<file path="config.mk">
export PLATFORM = sky130hd
export DESIGN_NAME = axi_grid_sni
export DESIGN_NICKNAME = d
export VERILOG_FILES = /design/src/rtl/axi_default_param_pkg.sv /design/src/rtl/axi_grid_fifo.sv /design/src/rtl/axi_grid_sni.sv
export SDC_FILE = /design/constraint.sdc
export NUM_CORES = 1
export LEC_CHECK = 0
export ABC_AREA = 1
export CORE_AREA = 2 2 156 158
export CTS_BUF_LIST = sky130_fd_sc_hd__clkbuf_8
export CTS_CLUSTER_DIAMETER = 30
export CTS_CLUSTER_SIZE = 16
export DETAILED_ROUTE_END_ITERATION = 6
export DIE_AREA = 0 0 158 160
export GPL_TIMING_DRIVEN = 0
export PLACE_DENSITY = 0.65
export SLEW_MARGIN = 30
export SYNTH_ARGS = -nofsm -noshare
export SYNTH_HDL_FRONTEND = slang
export SYNTH_SLANG_ARGS = --single-unit
</file>
<file path="constraint.sdc">
create_clock -name clk_i -period 2.7 [get_ports clk_i]
set_input_delay 0.27 -clock clk_i [delete_from_list [all_inputs] [get_ports clk_i]]
set_output_delay 0.27 -clock clk_i [all_outputs]
set_load 0.01 [all_outputs]
</file>
<file path="src/rtl/axi_default_param_pkg.sv">
// AXI request/response bundles and grid flit types shared by the AXI grid
// slave-side and master-side network interfaces.
package axi_default_param_pkg;

    localparam int unsigned AXI_ADDR_W = 32;
    localparam int unsigned AXI_DATA_W = 32;
    localparam int unsigned AXI_ID_W   = 4;
    localparam int unsigned GRID_ID_W  = 2;

    typedef logic [GRID_ID_W-1:0] grid_id_t;

    typedef enum logic [1:0] {
        RESP_OKAY   = 2'b00,
        RESP_EXOKAY = 2'b01,
        RESP_SLVERR = 2'b10,
        RESP_DECERR = 2'b11
    } axi_resp_e;

    typedef struct packed {
        logic [AXI_ID_W-1:0]   id;
        logic [AXI_ADDR_W-1:0] addr;
        logic [7:0]            len;
        logic [2:0]            size;
        logic [1:0]            burst;
    } axi_ax_chan_t;

    typedef struct packed {
        logic [AXI_DATA_W-1:0]   data;
        logic [AXI_DATA_W/8-1:0] strb;
        logic                    last;
    } axi_w_chan_t;

    typedef struct packed {
        logic [AXI_ID_W-1:0] id;
        axi_resp_e           resp;
    } axi_b_chan_t;

    typedef struct packed {
        logic [AXI_ID_W-1:0]   id;
        logic [AXI_DATA_W-1:0] data;
        axi_resp_e             resp;
        logic                  last;
    } axi_r_chan_t;

    typedef struct packed {
        axi_ax_chan_t aw;
        logic         aw_valid;
        axi_w_chan_t  w;
        logic         w_valid;
        logic         b_ready;
        axi_ax_chan_t ar;
        logic         ar_valid;
        logic         r_ready;
    } sni_req_t;

    typedef struct packed {
        logic        aw_ready;
        logic        w_ready;
        axi_b_chan_t b;
        logic        b_valid;
        logic        ar_ready;
        axi_r_chan_t r;
        logic        r_valid;
    } sni_resp_t;

    typedef struct packed {
        grid_id_t     src_id;
        grid_id_t     dst_id;
        axi_ax_chan_t payload;
    } grid_aw_chan_t;

    typedef struct packed {
        grid_id_t    src_id;
        grid_id_t    dst_id;
        axi_w_chan_t payload;
    } grid_w_chan_t;

    typedef struct packed {
        grid_id_t    src_id;
        grid_id_t    dst_id;
        axi_b_chan_t payload;
    } grid_b_chan_t;

    typedef struct packed {
        grid_id_t     src_id;
        grid_id_t     dst_id;
        axi_ax_chan_t payload;
    } grid_ar_chan_t;

    typedef struct packed {
        grid_id_t    src_id;
        grid_id_t    dst_id;
        axi_r_chan_t payload;
    } grid_r_chan_t;

endpackage

</file>
<file path="src/rtl/axi_grid_fifo.sv">
// Synchronous FIFO with a parameterised element type and depth.
// Push is ignored while full and pop is ignored while empty.
module axi_grid_fifo #(
    parameter type         elem_t = logic,
    parameter int unsigned DEPTH  = 8
) (
    input  logic  clk,
    input  logic  rst_n,
    input  logic  push,
    input  elem_t push_data,
    input  logic  pop,
    output elem_t head,
    output logic  full,
    output logic  empty
);

    localparam int unsigned PTR_W = (DEPTH > 1) ? $clog2(DEPTH) : 1;
    localparam int unsigned CNT_W = $clog2(DEPTH + 1);

    elem_t            mem [DEPTH];
    logic [PTR_W-1:0] wr_ptr;
    logic [PTR_W-1:0] rd_ptr;
    logic [CNT_W-1:0] count;
    logic             do_push;
    logic             do_pop;

    function automatic logic [PTR_W-1:0] wrap_inc(input logic [PTR_W-1:0] p);
        return (p == PTR_W'(DEPTH - 1)) ? '0 : p + PTR_W'(1);
    endfunction

    always_comb begin
        full    = (count == CNT_W'(DEPTH));
        empty   = (count == '0);
        do_push = push && !full;
        do_pop  = pop && !empty;
        head    = mem[rd_ptr];
    end

    always_ff @(posedge clk) begin
        if (!rst_n) begin
            wr_ptr <= '0;
            rd_ptr <= '0;
            count  <= '0;
        end else begin
            if (do_push) wr_ptr <= wrap_inc(wr_ptr);
            if (do_pop)  rd_ptr <= wrap_inc(rd_ptr);
            case ({do_push, do_pop})
                2'b10:   count <= count + CNT_W'(1);
                2'b01:   count <= count - CNT_W'(1);
                default: count <= count;
            endcase
        end
    end

    always_ff @(posedge clk) begin
        if (do_push) mem[wr_ptr] <= push_data;
    end

endmodule

</file>
<file path="src/rtl/axi_grid_sni.sv">
// Slave-side grid network interface: turns local AXI requests into AW/W/AR grid
// flits and hands B/R flits addressed to this NI back to the local master.
module axi_grid_sni
    import axi_default_param_pkg::*;
#(
    parameter type         req_t          = sni_req_t,
    parameter type         resp_t         = sni_resp_t,
    parameter type         grid_id_t      = axi_default_param_pkg::grid_id_t,
    parameter type         grid_aw_chan_t = axi_default_param_pkg::grid_aw_chan_t,
    parameter type         grid_w_chan_t  = axi_default_param_pkg::grid_w_chan_t,
    parameter type         grid_b_chan_t  = axi_default_param_pkg::grid_b_chan_t,
    parameter type         grid_ar_chan_t = axi_default_param_pkg::grid_ar_chan_t,
    parameter type         grid_r_chan_t  = axi_default_param_pkg::grid_r_chan_t,
    parameter grid_id_t    NI_ID          = '0,
    parameter int unsigned NUM_NI         = 4,
    parameter int unsigned ADDR_W         = 32,
    parameter int unsigned MAX_OUTST      = 8
) (
    input  logic          clk_i,
    input  logic          arst_ni,
    input  req_t          req_i,
    output resp_t         resp_o,
    output grid_aw_chan_t grid_aw_o,
    output logic          grid_aw_valid_o,
    input  logic          grid_aw_ready_i,
    output grid_w_chan_t  grid_w_o,
    output logic          grid_w_valid_o,
    input  logic          grid_w_ready_i,
    output grid_ar_chan_t grid_ar_o,
    output logic          grid_ar_valid_o,
    input  logic          grid_ar_ready_i,
    input  grid_b_chan_t  grid_b_i,
    input  logic          grid_b_valid_i,
    output logic          grid_b_ready_o,
    input  grid_r_chan_t  grid_r_i,
    input  logic          grid_r_valid_i,
    output logic          grid_r_ready_o
);

    localparam int unsigned DST_W = $clog2(NUM_NI);
    localparam int unsigned CNT_W = $clog2(MAX_OUTST + 1);
    localparam logic [CNT_W-1:0] CNT_MAX = CNT_W'(MAX_OUTST);

    logic [DST_W-1:0] aw_dst, ar_dst, last_wr_dst, last_rd_dst, fifo_head;
    logic [CNT_W-1:0] wr_cnt, rd_cnt;
    logic             aw_vld, w_vld, ar_vld;
    grid_aw_chan_t    aw_q, aw_d;
    grid_w_chan_t     w_q, w_d;
    grid_ar_chan_t    ar_q, ar_d;
    logic             aw_ok, ar_ok;
    logic             aw_ready, w_ready, ar_ready;
    logic             aw_acc, w_acc, ar_acc;
    logic             b_hit, r_hit, b_drop, r_drop;
    logic             b_hs, r_last_hs;
    logic             fifo_full, fifo_empty;
    logic             unused;

    assign unused = ^{grid_b_i.src_id, grid_r_i.src_id};

    // Destination of every accepted AW, so each W burst follows its address.
    axi_grid_fifo #(
        .elem_t (logic [DST_W-1:0]),
        .DEPTH  (MAX_OUTST)
    ) w_dst_fifo (
        .clk       (clk_i),
        .rst_n     (arst_ni),
        .push      (aw_acc),
        .push_data (aw_dst),
        .pop       (w_acc && req_i.w.last),
        .head      (fifo_head),
        .full      (fifo_full),
        .empty     (fifo_empty)
    );

    always_comb begin
        aw_dst = req_i.aw.addr[ADDR_W-1 -: DST_W];
        ar_dst = req_i.ar.addr[ADDR_W-1 -: DST_W];

        // Only one destination in flight per direction keeps responses in order.
        aw_ok = (wr_cnt < CNT_MAX) && !fifo_full &&
                ((wr_cnt == '0) || (aw_dst == last_wr_dst));
        ar_ok = (rd_cnt < CNT_MAX) &&
                ((rd_cnt == '0) || (ar_dst == last_rd_dst));

        aw_ready = arst_ni && (!aw_vld || grid_aw_ready_i) && aw_ok;
        w_ready  = arst_ni && (!w_vld  || grid_w_ready_i)  && !fifo_empty;
        ar_ready = arst_ni && (!ar_vld || grid_ar_ready_i) && ar_ok;

        aw_acc = req_i.aw_valid && aw_ready;
        w_acc  = req_i.w_valid  && w_ready;
        ar_acc = req_i.ar_valid && ar_ready;

        aw_d         = '0;
        aw_d.src_id  = NI_ID;
        aw_d.dst_id  = grid_id_t'(aw_dst);
        aw_d.payload = req_i.aw;
        w_d          = '0;
        w_d.src_id   = NI_ID;
        w_d.dst_id   = grid_id_t'(fifo_head);
        w_d.payload  = req_i.w;
        ar_d         = '0;
        ar_d.src_id  = NI_ID;
        ar_d.dst_id  = grid_id_t'(ar_dst);
        ar_d.payload = req_i.ar;

        b_hit  = (grid_b_i.dst_id == NI_ID);
        r_hit  = (grid_r_i.dst_id == NI_ID);
        b_drop = grid_b_valid_i && !b_hit;
        r_drop = grid_r_valid_i && !r_hit;

        resp_o          = '0;
        resp_o.aw_ready = aw_ready;
        resp_o.w_ready  = w_ready;
        resp_o.ar_ready = ar_ready;
        resp_o.b        = grid_b_i.payload;
        resp_o.b_valid  = arst_ni && grid_b_valid_i && b_hit;
        resp_o.r        = grid_r_i.payload;
        resp_o.r_valid  = arst_ni && grid_r_valid_i && r_hit;

        // Misrouted flits are swallowed rather than left to block the grid.
        grid_b_ready_o = arst_ni && (b_hit ? req_i.b_ready : 1'b1);
        grid_r_ready_o = arst_ni && (r_hit ? req_i.r_ready : 1'b1);

        b_hs      = resp_o.b_valid && req_i.b_ready;
        r_last_hs = resp_o.r_valid && req_i.r_ready && grid_r_i.payload.last;
    end

    always_ff @(posedge clk_i) begin
        if (!arst_ni) begin
            aw_vld      <= 1'b0;
            w_vld       <= 1'b0;
            ar_vld      <= 1'b0;
            wr_cnt      <= '0;
            rd_cnt      <= '0;
            last_wr_dst <= '0;
            last_rd_dst <= '0;
        end else begin
            if (aw_acc)               aw_vld <= 1'b1;
            else if (grid_aw_ready_i) aw_vld <= 1'b0;
            if (w_acc)                w_vld  <= 1'b1;
            else if (grid_w_ready_i)  w_vld  <= 1'b0;
            if (ar_acc)               ar_vld <= 1'b1;
            else if (grid_ar_ready_i) ar_vld <= 1'b0;

            if (aw_acc) last_wr_dst <= aw_dst;
            if (ar_acc) last_rd_dst <= ar_dst;

            case ({aw_acc, b_hs})
                2'b10:   wr_cnt <= wr_cnt + CNT_W'(1);
                2'b01:   wr_cnt <= wr_cnt - CNT_W'(1);
                default: wr_cnt <= wr_cnt;
            endcase
            case ({ar_acc, r_last_hs})
                2'b10:   rd_cnt <= rd_cnt + CNT_W'(1);
                2'b01:   rd_cnt <= rd_cnt - CNT_W'(1);
                default: rd_cnt <= rd_cnt;
            endcase
        end
    end

    always_ff @(posedge clk_i) begin
        if (aw_acc) aw_q <= aw_d;
        if (w_acc)  w_q  <= w_d;
        if (ar_acc) ar_q <= ar_d;
    end

    always_comb begin
        grid_aw_o       = aw_q;
        grid_aw_valid_o = aw_vld;
        grid_w_o        = w_q;
        grid_w_valid_o  = w_vld;
        grid_ar_o       = ar_q;
        grid_ar_valid_o = ar_vld;
    end

    b_route: assert property (@(posedge clk_i) disable iff (!arst_ni) !b_drop)
        else $warning("axi_grid_sni: dropped B flit addressed to NI %0d", grid_b_i.dst_id);
    r_route: assert property (@(posedge clk_i) disable iff (!arst_ni) !r_drop)
        else $warning("axi_grid_sni: dropped R flit addressed to NI %0d", grid_r_i.dst_id);

endmodule

</file>
# Word level (Yosys, flattened, before mapping)

Memories as Yosys holds them, arrays and structs flattened. A register that Yosys moved wholly into a read port is not among the register bits.
Index checks and enable logic that the tools add are counted.

Output and inout port bits: 202
Memories: 1
Logic and storage cells: 107
Bits in writable memories: 16
Bits in registers: 164
Input bits: 200

Reduce and logical (&&, ||, !) cells: 45
$lt $le $gt $ge: 2
Add/subtract/negate cells: 8
Mux-type cells: 15
Equality and inequality tests: 11

Memories:

| name           | words | bits a word | rd ports | clocked after Yosys merged registers in | wr ports | RTL line            | source |
|---|---|---|---|---|---|---|---|
| w_dst_fifo.mem | 8     | 2           | 1        | 1                                       | 1        | axi_grid_fifo.sv:20 | `elem_t mem [DEPTH];` |

Operators by type and width:

| kind                | number |
|---|---|
| $logic_and 1x1->1   | 24 |
| $pmux 4 s2          | 3 |
| $add 4x1->4 const B | 3 |
| $logic_not 4->1     | 3 |
| $reduce_bool 2->1   | 6 |
| $sub 4x1->4 const B | 3 |
| $mux 1              | 10 |
| $lt 4x4->1 const B  | 2 |
| $add 3x1->3 const B | 2 |
| $eq 2x1->1 const B  | 3 |
| $eq 2x2->1 const B  | 3 |
| $eq 3x3->1 const B  | 2 |
| $mux 3              | 2 |
| $logic_not 1->1     | 5 |
| $logic_or 1x1->1    | 5 |
| $eq 2x2->1          | 2 |
| $eq 4x4->1 const B  | 1 |
| $logic_not 2->1     | 2 |

# Logic depth before layout (Yosys ltp)

Depth in word-level cells: 9
Gate-level depth with buffers: 14

# Cells and area by module

A second synthesis with hierarchy kept.

Cell total of the unflattened synthesis: 494
Area total of the unflattened synthesis: 6,934.2 um2

Modules (own cells, without submodules):

| module        | cells each | area each (um2) | seq. area each (um2) | times used |
|---|---|---|---|---|
| axi_grid_sni  | 355        | 5,612.9         | 4,414.2              | 1 |
| axi_grid_fifo | 139        | 1,321.3         | 740.7                | 1 |

# Least setup slack after synthesis

No wires, ideal clock.

Path type: register to register
Start point: reg w_dst_fifo.count[0]
End point: mem w_dst_fifo.mem[1][0] (netlist bit) (enable)
Arrival time: 2.198 ns
Setup time: 0.312 ns
Clock period less this slack: 2.511 ns
Data required time: 2.388 ns
Cell stages (with the launch flop): 9
Slack: 0.189 ns
Cell sequence: dfxtp_1 > inv_1 > nand2_1 > nor2_1 > nor2_4 > nand3_2 > inv_1 > nand2_1 > nor2_1

Cells in the longest elaborated chain, start to end: 9

RTL lines:

| item                           | RTL line            | source |
|---|---|---|
| from (decl)                    | axi_grid_fifo.sv:23 | `logic [CNT_W-1:0] count;` |
| from (signal assigned)         | axi_grid_fifo.sv:48 | `2'b10: count <= count + CNT_W'(1);` |
| from (signal assigned)         | axi_grid_fifo.sv:49 | `2'b01: count <= count - CNT_W'(1);` |
| from (signal assigned)         | axi_grid_fifo.sv:50 | `default: count <= count;` |
| $eq 4x4->1                     | axi_grid_fifo.sv:32 | `full = (count == CNT_W'(DEPTH));` |
| $logic_not 1->1                | axi_grid_sni.sv:80  | `aw_ok = (wr_cnt < CNT_MAX) && !fifo_full &&` |
| $logic_and 1x1->1 (2 in a row) | axi_grid_sni.sv:80  |  |
| $logic_and 1x1->1              | axi_grid_sni.sv:85  | `aw_ready = arst_ni && (!aw_vld \|\| grid_aw_ready_i) && aw_ok;` |
| $logic_and 1x1->1              | axi_grid_sni.sv:89  | `aw_acc = req_i.aw_valid && aw_ready;` |
| named net aw_acc               | axi_grid_sni.sv:52  | `logic aw_acc, w_acc, ar_acc;` |
| $logic_and 1x1->1              | axi_grid_fifo.sv:34 | `do_push = push && !full;` |
| $mux 1                         | axi_grid_fifo.sv:56 | `if (do_push) mem[wr_ptr] <= push_data;` |
| $mux 1 (not written as such)   | axi_grid_fifo.sv:56 |  |
| to (decl)                      | axi_grid_fifo.sv:20 |  |

The timed path passes the listed nets, and every way through them passes these cells.

# Worst setup path after layout

Start point: in req_i[135] (netlist bit)
End point: reg w_dst_fifo.count[3]

Cells in the longest elaborated chain, start to end: 8

RTL lines:

| item                                                   | RTL line            | source |
|---|---|---|
| from (decl)                                            | axi_grid_sni.sv:21  | `input req_t req_i,` |
| $eq 2x2->1 *                                           | axi_grid_sni.sv:81  | `((wr_cnt == '0) \|\| (aw_dst == last_wr_dst));` |
| $logic_or 1x1->1 *                                     | axi_grid_sni.sv:81  |  |
| $logic_and 1x1->1 *                                    | axi_grid_sni.sv:80  |  |
| $logic_and 1x1->1 *                                    | axi_grid_sni.sv:85  |  |
| $logic_and 1x1->1 *                                    | axi_grid_sni.sv:89  |  |
| $logic_and 1x1->1 *                                    | axi_grid_fifo.sv:34 |  |
| $eq 2x1->1 / $eq 2x2->1 (equally long branches)        | axi_grid_fifo.sv:47 | `case ({do_push, do_pop})` |
| $pmux 4 s2 / $reduce_bool 2->1 (equally long branches) | --                  |  |

Mark *: on every way between the ends. The rest lies on a longest branch, timed or not.
A chain may end at the register's enable or synchronous reset.

==> flow_summary.json <==
{
  "numClockSinks": 178,
  "coreArea_mm2": 0.02382,
  "finalCritPeriodShare": 0.8975,
  "cts_buffers": 17,
  "start_util": 0.2844,
  "hold_path_class": "primary input to flip-flop",
  "place_area_mm2": 0.01075,
  "crit_fanout": 11,
  "met2_usage": 0.2500,
  "synth_compound_area_frac": 0.03657,
  "drtAntennaViolNets": 0,
  "final_util": 0.4681,
  "syn_area_per_cell_um2": 14.32,
  "clock-root-buffer": "clkbuf_8",
  "ios": 402,
  "gp_congestion": 0.7744,
  "grt-ovfl-total": 0,
  "io_buffers": 347,
  "cp_common_cell": "nand2_1",
  "dr.first_iter.drc_count": 199,
  "endpoint_kind": "flip-flop",
  "synth-edff-count": 153,
  "grt.busiest_layer": "met2",
  "met3_usage": 0.04613,
  "grt_setup_unrepaired": "false",
  "synthTopCellsByArea": "edfxtp_1, dfxtp_1, buf_4",
  "cts_buffer_depth": 2,
  "postCtsSetupBuffers": 0,
  "die-area_mm2": 0.02528,
  "period_needed_ns": 2.423,
  "worstPathRequired_ns": 3.07,
  "synthMuxAreaShare": 0,
  "synth_fa_ha_area_frac": 0.03287,
  "path_cells": "clkdlybuf4s50_1 > xnor2_1 > nand2_1 > nand2_1 > nand3_2 > buf_6 > ha_1 > ha_1 > a21oi_1 > nand2_1 > xnor2_1 > nand2_1 > a21oi_1",
  "hold_viol_final": 0,
  "wl_um": 18120,
  "finClkSkew_ns": 0.01932,
  "synthSimpleGateAreaFrac": 0.06944,
  "synthArstFlopShare": 0,
  "synth_area_mm2": 0.006775,
  "cp_slowest_cell": "clkdlybuf4s50_1",
  "dp_hpwl_um": 14450,
  "diodes": 0,
  "max-vdd-ir-drop_uv": 262.6,
  "syn_to_final_growth_pct": 64.56,
  "synth_top_family_by_area": "buffers and inverters",
  "grt_pass1_vias": 4661,
  "avgRoutedWirePerCell_um": 15.31,
  "cts_tree": "built",
  "fin_nets": 1063,
  "h-tree-depth": 4,
  "maxCapViolations": 0,
  "yosysSeqAreaShare": 0.7520,
  "synth_top_area_share": 0.6781,
  "yosysWarnings": 0,
  "die_w_um": 158,
  "status": "finished, final reports clean",
  "drc": 0,
  "r2r_start": "w_dst_fifo.count[0]$_SDFFE_PN0P_",
  "grt_usage": 0.1382,
  "num_vias": 4775,
  "slew_viol_final": 0,
  "critPathKind": "primary input to flip-flop",
  "p_leak_nw": 4.176,
  "num_rows": 57,
  "critPathLaunchType": "primary input",
  "ys_types": 27,
  "post_synth_inst_count": 473,
  "synthFlopType": "edfxtp_1",
  "synth_top_area_cell": "edfxtp_1",
  "layout-drive-gt1-share": 0.1244,
  "dr.pass1.iters": 6,
  "cpPeakStageDelay_ns": 0.70,
  "synth-xor-area-share": 0.01551,
  "max_freq_ghz": 0.4127,
  "arrival_ns": 2.80,
  "use_met1": 0.1506,
  "cts-hold-fix-buffers": 0,
  "clk-insertion-delay-late_ns": 0.45,
  "grt_pass1_wl_um": 25920,
  "setup_viol": 0,
  "crit_start": "req_i[135]",
  "powerDensity_mw_per_mm2": 553.2,
  "fin_area_mm2": 0.01115,
  "fp.dieH_um": 160,
  "clkTransAtPathRegs_ns": 0.09,
  "grt_max_degree": 45,
  "antenna_found_initial": 1,
  "ys_ff_latch": 178,
  "viasPerCell": 4.033,
  "min-delay-start": "arst_ni"
}
critical path, delay by kind of cell:
| kind | cells | cell delay (ns) |
|---|---|---|
| compound gates | 2 | 0.27 |
| buf+inv | 2 | 0.88 |
| xor+xnor | 2 | 0.29 |
| simple gates | 5 | 0.51 |
| fa+ha+maj | 2 | 0.58 |
cell type report:
class	instances	area, um2
clock buffer	17	234.0
tap	324	405.4
timing repair buffer	350	3551
sequential	178	5095
fill	2187	12670
clock inverter	15	161.4
buffer	62	459.2
multi-input combinational	192	1069
inverter	46	175.2
power breakdown:
group / leakage (nW) / internal, mW / switching, mW
clock network: 0.204 / 0.701 / 1.10
logic: 2.36 / 0.647 / 0.463
registers: 1.61 / 3.20 / 0.0634
synth_stat cells, types with 2 or more instances:
cell        n
a21oi_1    27
a31oi_1     2
buf_4      58
clkbuf_1    2
dfxtp_1    25
edfxtp_1  153
fa_1        3
ha_1       13
inv_1      45
nand2_1    48
nand3_1    10
nand4_1     3
nor2_1     35
nor2_2      5
nor3_1      2
o21ai_0    20
xnor2_1    12
final timing paths:
check	end	slack, ns	cells past startpoint
max	w_dst_fifo.count[3]$_SDFFE_PN0P_	0.28	13
max reg2reg	w_dst_fifo.count[3]$_SDFFE_PN0P_	0.40	13
min reg2reg	w_dst_fifo.count[0]$_SDFFE_PN0P_	0.49	1
min	rd_cnt[0]$_SDFFE_PN0P_	0.32	3
layout by cell type, fill, tap and decap left out, drive strengths merged:
master	count
and3	1
or2	1
conb	6
edfxtp	153
nor4	1
dlymetal6s2s	1
clkinv	6
nor3	2
nand2	49
nor2	41
buf	63
nand4	3
xnor2	12
a21oi	27
a31oi	2
clkbuf	19
inv	55
dfxtp	25
clkdlybuf4s50	346
fa	3
ha	13
nand3	11
o21ai	20
routing by layer:
| metal | wire length [um] | up-vias |
|---|---|---|
| li1 | - | 2320 |
| met1 | 6738 | 2215 |
| met2 | 9479 | 219 |
| met3 | 1592 | 19 |
| met4 | 299 | 2 |
| met5 | 12 | - |
metrics by stage:
stage,std cells,worst slack [ns],total power [mW],TNS [ns],hold slack [ns]
final,1184,0.2769,6.168,0,0.3167
after global routing,1184,0.06840,6.436,0,0.3256
after CTS,1184,0.01863,6.261,0,0.3243
after detailed placement,1152,-0.4593,4.446,-7.855,0.4702
after global placement,1149,-1.634,4.412,-134.89,0.4609
after floorplan,478,0.1893,3.754,0,0.3689
registers in the layout, summed over array words and instances (netlist names), 2 cells and up:
register and flops:
grid_ar_o 49, w_dst_fifo.wr_ptr 3, w_dst_fifo.mem 16, w_dst_fifo.count 4, grid_aw_o 49, wr_cnt 4, last_wr_dst 2, rd_cnt 4
w_dst_fifo.rd_ptr 3, last_rd_dst 2, grid_w_o 39
cells by family (layout without fill, tap and decap cells):
logic type               count (synthesis)  after routing
buffers and inverters                  108            490
AO/OA/AOI/OAI                           49             49
XOR/XNOR                                12             12
other                                    1              6
adder cells (fa/ha/maj)                 16             16
AND/OR/NAND/NOR                        109            109
flip-flops                             178            178
what timing repair did:
item / 4_1_cts / 5_1_grt
pin swaps: 0 / 0
endpoints found under the setup margin: 2 / 7
resized for setup: 1 / 1
Power figures use the tool's default switching activity.
